## src/rtl/shared_bus_arbiter_pkg.sv

```systemverilog
// Shared types and helpers for the round-robin bus arbiter.
package shared_bus_arbiter_pkg;

    // Arbiter control states: waiting for a decision, or a grant in progress.
    typedef enum logic [0:0] {
        ST_IDLE = 1'b0,
        ST_BUSY = 1'b1
    } arb_state_e;

    // Hold counter width: wide enough to reach the limit, never narrower than one bit.
    function automatic int hold_count_width(input int limit);
        return (limit < 1) ? 1 : $clog2(limit + 1);
    endfunction

endpackage

```

## src/rtl/shared_bus_arbiter_priority.sv

```systemverilog
// Combinational fixed-priority picker: the lowest set request bit wins.
module Priority_Arbiter #(
    parameter int WORD_WIDTH = 4
) (
    input  logic [WORD_WIDTH-1:0] requests,
    output logic [WORD_WIDTH-1:0] grant
);

    assign grant[0] = requests[0];

    // A bit wins only if no lower-numbered bit is requesting.
    generate
        for (genvar gi = 1; gi < WORD_WIDTH; gi++) begin : g_pick
            assign grant[gi] = requests[gi] & ~(|requests[gi-1:0]);
        end
    endgenerate

endmodule

```

## src/rtl/shared_bus_arbiter.sv

```systemverilog
// Round-robin arbiter with grant hold, optional hold limit and one dead
// cycle between grants for bus turnaround. All outputs are registered.
module shared_bus_arbiter
    import shared_bus_arbiter_pkg::*;
#(
    parameter int WORD_WIDTH = 4,
    parameter int HOLD_LIMIT = 0
) (
    input  logic                          clock,
    input  logic                          reset,
    input  logic [WORD_WIDTH-1:0]         requests,
    input  logic                          done,
    output logic [WORD_WIDTH-1:0]         grant,
    output logic                          grant_valid,
    output logic [$clog2(WORD_WIDTH)-1:0] grant_index,
    output logic                          preempted
);

    localparam int IDX_W = $clog2(WORD_WIDTH);
    localparam int HC_W  = hold_count_width(HOLD_LIMIT);
    localparam logic [HC_W-1:0]       HOLD_LIMIT_C = HC_W'(HOLD_LIMIT);
    localparam logic [HC_W-1:0]       HC_ONE       = HC_W'(1);
    localparam logic [WORD_WIDTH-1:0] LSB_ONE      = {{(WORD_WIDTH-1){1'b0}}, 1'b1};

    arb_state_e              state_q, state_d;
    logic [WORD_WIDTH-1:0]   grant_q, grant_d;
    logic [WORD_WIDTH-1:0]   mask_q, mask_d;
    logic [HC_W-1:0]         hold_count_q, hold_count_d;
    logic                    preempted_q, preempted_d;
    logic                    grant_valid_q, grant_valid_d;
    logic [IDX_W-1:0]        grant_index_q, grant_index_d;

    logic [WORD_WIDTH-1:0]   pick_masked;
    logic [WORD_WIDTH-1:0]   pick_any;
    logic                    owner_present;
    logic                    limit_hit;
    logic                    grant_end;

    // Round-robin = masked pick first, unmasked pick as the wrap-around fallback.
    Priority_Arbiter #(.WORD_WIDTH(WORD_WIDTH)) u_pick_masked (
        .requests (requests & mask_q),
        .grant    (pick_masked)
    );

    Priority_Arbiter #(.WORD_WIDTH(WORD_WIDTH)) u_pick_any (
        .requests (requests),
        .grant    (pick_any)
    );

    assign owner_present = |(requests & grant_q);
    assign limit_hit     = (HOLD_LIMIT != 0) && (hold_count_q == HOLD_LIMIT_C);
    assign grant_end     = (state_q == ST_BUSY) && (done || !owner_present || limit_hit);

    // State and output registers; reset forces an idle, fully-unmasked arbiter.
    always_ff @(posedge clock or posedge reset) begin
        if (reset) begin
            state_q       <= ST_IDLE;
            grant_q       <= '0;
            mask_q        <= '1;
            hold_count_q  <= '0;
            preempted_q   <= 1'b0;
            grant_valid_q <= 1'b0;
            grant_index_q <= '0;
        end else begin
            state_q       <= state_d;
            grant_q       <= grant_d;
            mask_q        <= mask_d;
            hold_count_q  <= hold_count_d;
            preempted_q   <= preempted_d;
            grant_valid_q <= grant_valid_d;
            grant_index_q <= grant_index_d;
        end
    end

    // Next state: leave IDLE on any request, leave BUSY when the grant ends.
    always_comb begin
        state_d = state_q;
        case (state_q)
            ST_IDLE: if (|requests) state_d = ST_BUSY;
            ST_BUSY: if (grant_end) state_d = ST_IDLE;
            default: state_d = ST_IDLE;
        endcase
    end

    // Grant, rotation mask, hold counter and preemption pulse for the next cycle.
    always_comb begin
        grant_d      = grant_q;
        mask_d       = mask_q;
        hold_count_d = hold_count_q;
        preempted_d  = 1'b0;
        case (state_q)
            ST_IDLE: begin
                grant_d      = '0;
                hold_count_d = '0;
                if (|requests) begin
                    grant_d      = (|pick_masked) ? pick_masked : pick_any;
                    hold_count_d = HC_ONE;
                end
            end
            ST_BUSY: begin
                if (grant_end) begin
                    grant_d      = '0;
                    // Keep only bits strictly above the owner enabled for next time.
                    mask_d       = ~({grant_q[WORD_WIDTH-2:0], 1'b0} - LSB_ONE);
                    hold_count_d = '0;
                    preempted_d  = limit_hit && !done && owner_present;
                end else if (hold_count_q != '1) begin
                    hold_count_d = hold_count_q + HC_ONE;
                end
            end
            default: begin
                grant_d      = '0;
                hold_count_d = '0;
            end
        endcase
    end

    // Binary index and valid flag derived from the next grant so they register in step.
    always_comb begin
        grant_valid_d = |grant_d;
        grant_index_d = '0;
        for (int i = 0; i < WORD_WIDTH; i++) begin
            if (grant_d[i]) grant_index_d = grant_index_d | IDX_W'(i);
        end
    end

    assign grant       = grant_q;
    assign grant_valid = grant_valid_q;
    assign grant_index = grant_index_q;
    assign preempted   = preempted_q;

endmodule

```

## config.mk

```make
export PLATFORM = sky130hd
export DESIGN_NAME = shared_bus_arbiter
export DESIGN_NICKNAME = d
export VERILOG_FILES = /design/src/rtl/shared_bus_arbiter_pkg.sv /design/src/rtl/shared_bus_arbiter_priority.sv /design/src/rtl/shared_bus_arbiter.sv
export SDC_FILE = /design/constraint.sdc
export NUM_CORES = 1
export LEC_CHECK = 0
export CAP_MARGIN = 40
export CELL_PAD_IN_SITES_DETAIL_PLACEMENT = 0
export CELL_PAD_IN_SITES_GLOBAL_PLACEMENT = 1
export CORE_MARGIN = 2
export CORE_UTILIZATION = 35
export CTS_CLUSTER_DIAMETER = 30
export CTS_CLUSTER_SIZE = 40
export DETAILED_ROUTE_END_ITERATION = 8
export PLACE_DENSITY = 0.79
export SLEW_MARGIN = 20
export SYNTH_ARGS = -nofsm -noshare
export SYNTH_HDL_FRONTEND = slang
export SYNTH_SLANG_ARGS = --single-unit
```

## constraint.sdc

```tcl
create_clock -name clock -period 1.6 [get_ports clock]
set_clock_uncertainty 0.05 [all_clocks]
set_input_delay 0.24 -clock clock [delete_from_list [all_inputs] [get_ports clock]]
set_output_delay 0.24 -clock clock [all_outputs]
set_load 0.005 [all_outputs]
```

==> summary.md, run 1 <==
| Metric | Value |
|---|---|
| Drc violations | 0 |
| Fillers | 130 |
| Crit. Startpoint | grant[2] |
| Synth warn | 0 |
| Fin area | 877.1 um^2 |
| Setup crit start kind | flop |
| Die X | 45.30 um |
| Synth area leader | dfrtp_1 |
| H-tree levels | 1 |
| Clock tree root buffer cell | clkbuf_4 |
| Final Power | around 1.5 mW |
| Final count of hold timing violations | 0 |
| PwrDens | 1657 nW/um^2 |
| CTS sink cnt | 12 |
| Via Count | 497 |
| Worst r2r src | grant[2] |
| Antenna cells | 0 |
| Register area | 305.3 um^2 |
| First-pass GRT wire length | 2.242 mm |
| Starting density of the core | between 30% and 40% |
| Synth top area share | between 30% and 40% |
| Worst Setup EP | grant[2] |
| Mapped Nets | between 60 and 70 |
| Setup Fix Bufs, Post-CTS | 0 |
| Avg Synthesized Cell Area | 10.85 um^2 |
| Final setup viols | 0 |
| Clock transition at path regs | 80 ps |
| I/O Buffers | 13 |
| Tot GR Track Use | between 15 and 20% |
| Layout cells sized above 1 | 31.25% |
| Drt initial violations | 12 |
| Io pins | 15 |
| Hpwl dp | 1.045 mm |
| Clock buffer depth | 2 |
| Register area share after synthesis | roughly half |
| FP Rows | 14 |
| FF-to-FF setup slack | 120 ps |
| Final Core Density | a little under three fifths |
| Final WL | between 1 and 1.5 mm |
| Min-Delay Path Class | in -> async |
| Core ar. | 1559 um^2 |
| Largest net degree at the start of global routing | 13 |
| Fmax | ~640 MHz |
| Fin. max-slew vios | 0 |
| Final #Nets | 89 |
| Grt total ovfl | 0 |
| Cell Area, Synth | 596.8 um^2 |
| CP Class | reg -> out |
| Die Area | 2052 um^2 |
| Area occupied by multi-input gates | 270.3 um^2 |
| Max cap viols | 0 |
| Routed vias/inst | 5.177 |
| Pre-antenna DRT Iters | 4 |
| Syn-to-layout area delta | 46.96% |
| RSZ-0062 raised after global routing | false |
| Crit path max fanout | 3 |
| Critical R2R Capture | state_q |
| Worst vdd ir | 0.7760 mV |
| Status | finished, final reports clean |
| Latest clock arrival within the worst-skew pair | approximately 280 ps |
| Die Y | 45.30 um |
| Period minus WS final | 1566 ps |
| Hold_buf cts | 0 |
| Synth unique cells | 21 |
| Area contributors post-synth | dfrtp_1, dfstp_2, inv_1, mux2_2, a32oi_2 |
| Vias in the first global route | about 520 |
| Placer congestion estimate | 0.8363 |
| CP arrival | approximately 1300 ps |
| CP required | 1310 ps |
| Setup TNS | 0 ps |
| Period utilisation layout | 97.90% |
| Antenna violations before repair | 0 |
| ANT nets after route | 0 |
| CP endpoint kind | output pin |
| Yosys reg bits | 12 |
| WL per Instance | 14.23 um |
| Depth of the most critical reg-to-reg path | 4 |
| CTS tree | yes |
| Leakage | ~0.45 nW |
| TritonCTS Buffers | 3 |
| Placed inst area | 807.0 um^2 |
| Mapped Cells | 55 |
==> state kept, by name (all words and copies together), names as in the netlist <==
| signal | count |
|---|---|
| state_q | 1 |
| grant_index | 2 |
| mask_q | 4 |
| grant | 4 |
| grant_valid | 1 |
==> repair_timing <==
| action | in CTS | in global routing |
|---|---|---|
| endpoints found under the setup margin | 0 | 5 |
| resized for setup | 0 | 6 |
| endpoints found under the hold margin | 0 | 0 |
==> critical path: stages, from the launching register on <==
cell and delay [ps]:
dfrtp_1 380, buf_6 130, clkdlybuf4s50_1 490
==> how the worst min path moves through the flow <==
stage,slack (ps),end,cells past startpoint,startpoint
6_report,210,grant[1],2,reset
5_1_grt,260,grant[1],2,reset
4_1_cts,230,grant[1],2,reset
3_5_place_dp,460,mask_q[0],1,mask_q[0]
3_3_place_gp,450,mask_q[0],1,mask_q[0]
2_1_floorplan,50,grant[0],1,reset
==> logic make-up after synthesis <==
family	after synthesis	synth area share (%)
AOI/OAI and AO/OA	15	23.06
DFF	12	51.15
and+or+nand+nor	11	8.386
buffers and inverters	11	7.548
muxes	3	5.660
adders and majority gates	1	2.096
other	1	0.6283
xor gates and xnor gates	1	1.468
==> where the power goes <==
| part | switching [mW] | internal, mW |
|---|---|---|
| sequential | 0.0823 | 0.441 |
| clock | 0.112 | 0.139 |
| combinational | 0.280 | 0.399 |
| total | 0.474 | 0.979 |
==> per-layer routing <==
| layer | wire, um | part of all wire [%] | track usage, % | up-vias |
|---|---|---|---|---|
| li1 | - | - | - | 240 |
| met1 | 649 | 48 | 19.45 | 236 |
| met2 | 606 | 44 | 23.14 | 16 |
| met3 | 61 | 4.5 | 3.200 | 5 |
| met4 | 48 | 3.5 | 15.88 | 0 |
| met5 | 0 | 0 | 0 | - |
==> metrics by stage <==
stage	setup WS, ps	hold WS, ps	instances
after CTS	35.43	230.1	96
after global placement	-196.6	454.0	92
final	33.57	208.7	96
after global routing	3.560	261.9	96
after floorplan	169.8	51.84	55
after detailed placement	-243.2	455.7	92
==> layout make-up <==
class | count | share of cell area [%]
flip-flops and latches | 12 | 34.81
multi-input cells | 32 | 30.81
repair buffers | 22 | 23.68
inverters | 10 | 4.280
clock buffers | 4 | 4.137
well taps | 16 | 2.282
==> cells in the mapped netlist <==
master	instances
a21o_1	1
a21oi_1	3
a221oi_1	1
a22o_1	3
a22oi_1	1
a2bb2oi_1	2
a32oi_2	2
and2_1	1
buf_4	1
conb_1	1
dfrtp_1	8
dfstp_2	4
ha_1	1
inv_1	10
mux2_2	3
nand2_1	7
nand4_1	2
nor3_1	1
o211a_4	1
o21ai_1	1
xnor2_1	1
==> cells in the final DEF (no fill, tap or decap), drive strengths merged <==
master,netlist,layout
nor3,1,1
conb,1,1
a22o,3,3
clkbuf,0,4
ha,1,1
buf,1,9
mux2,3,3
a21o,1,1
dfrtp,8,8
a221oi,1,1
o211a,1,1
a32oi,2,2
inv,10,10
a2bb2oi,2,2
nand4,2,2
dlymetal6s2s,0,1
xnor2,1,1
a22oi,1,1
clkdlybuf4s50,0,12
a21oi,3,3
dfstp,4,4
o21ai,1,1
and2,1,1
nand2,7,7
Note: power is estimated with default switching activity, not from simulation.
==> inputs of run 2 (changes only) <==
Settings changed: GPL_ROUTABILITY_DRIVEN from default to 0.
==> results of run 2 <==
Final layout, timing and power as in run 1 (identical DEF).
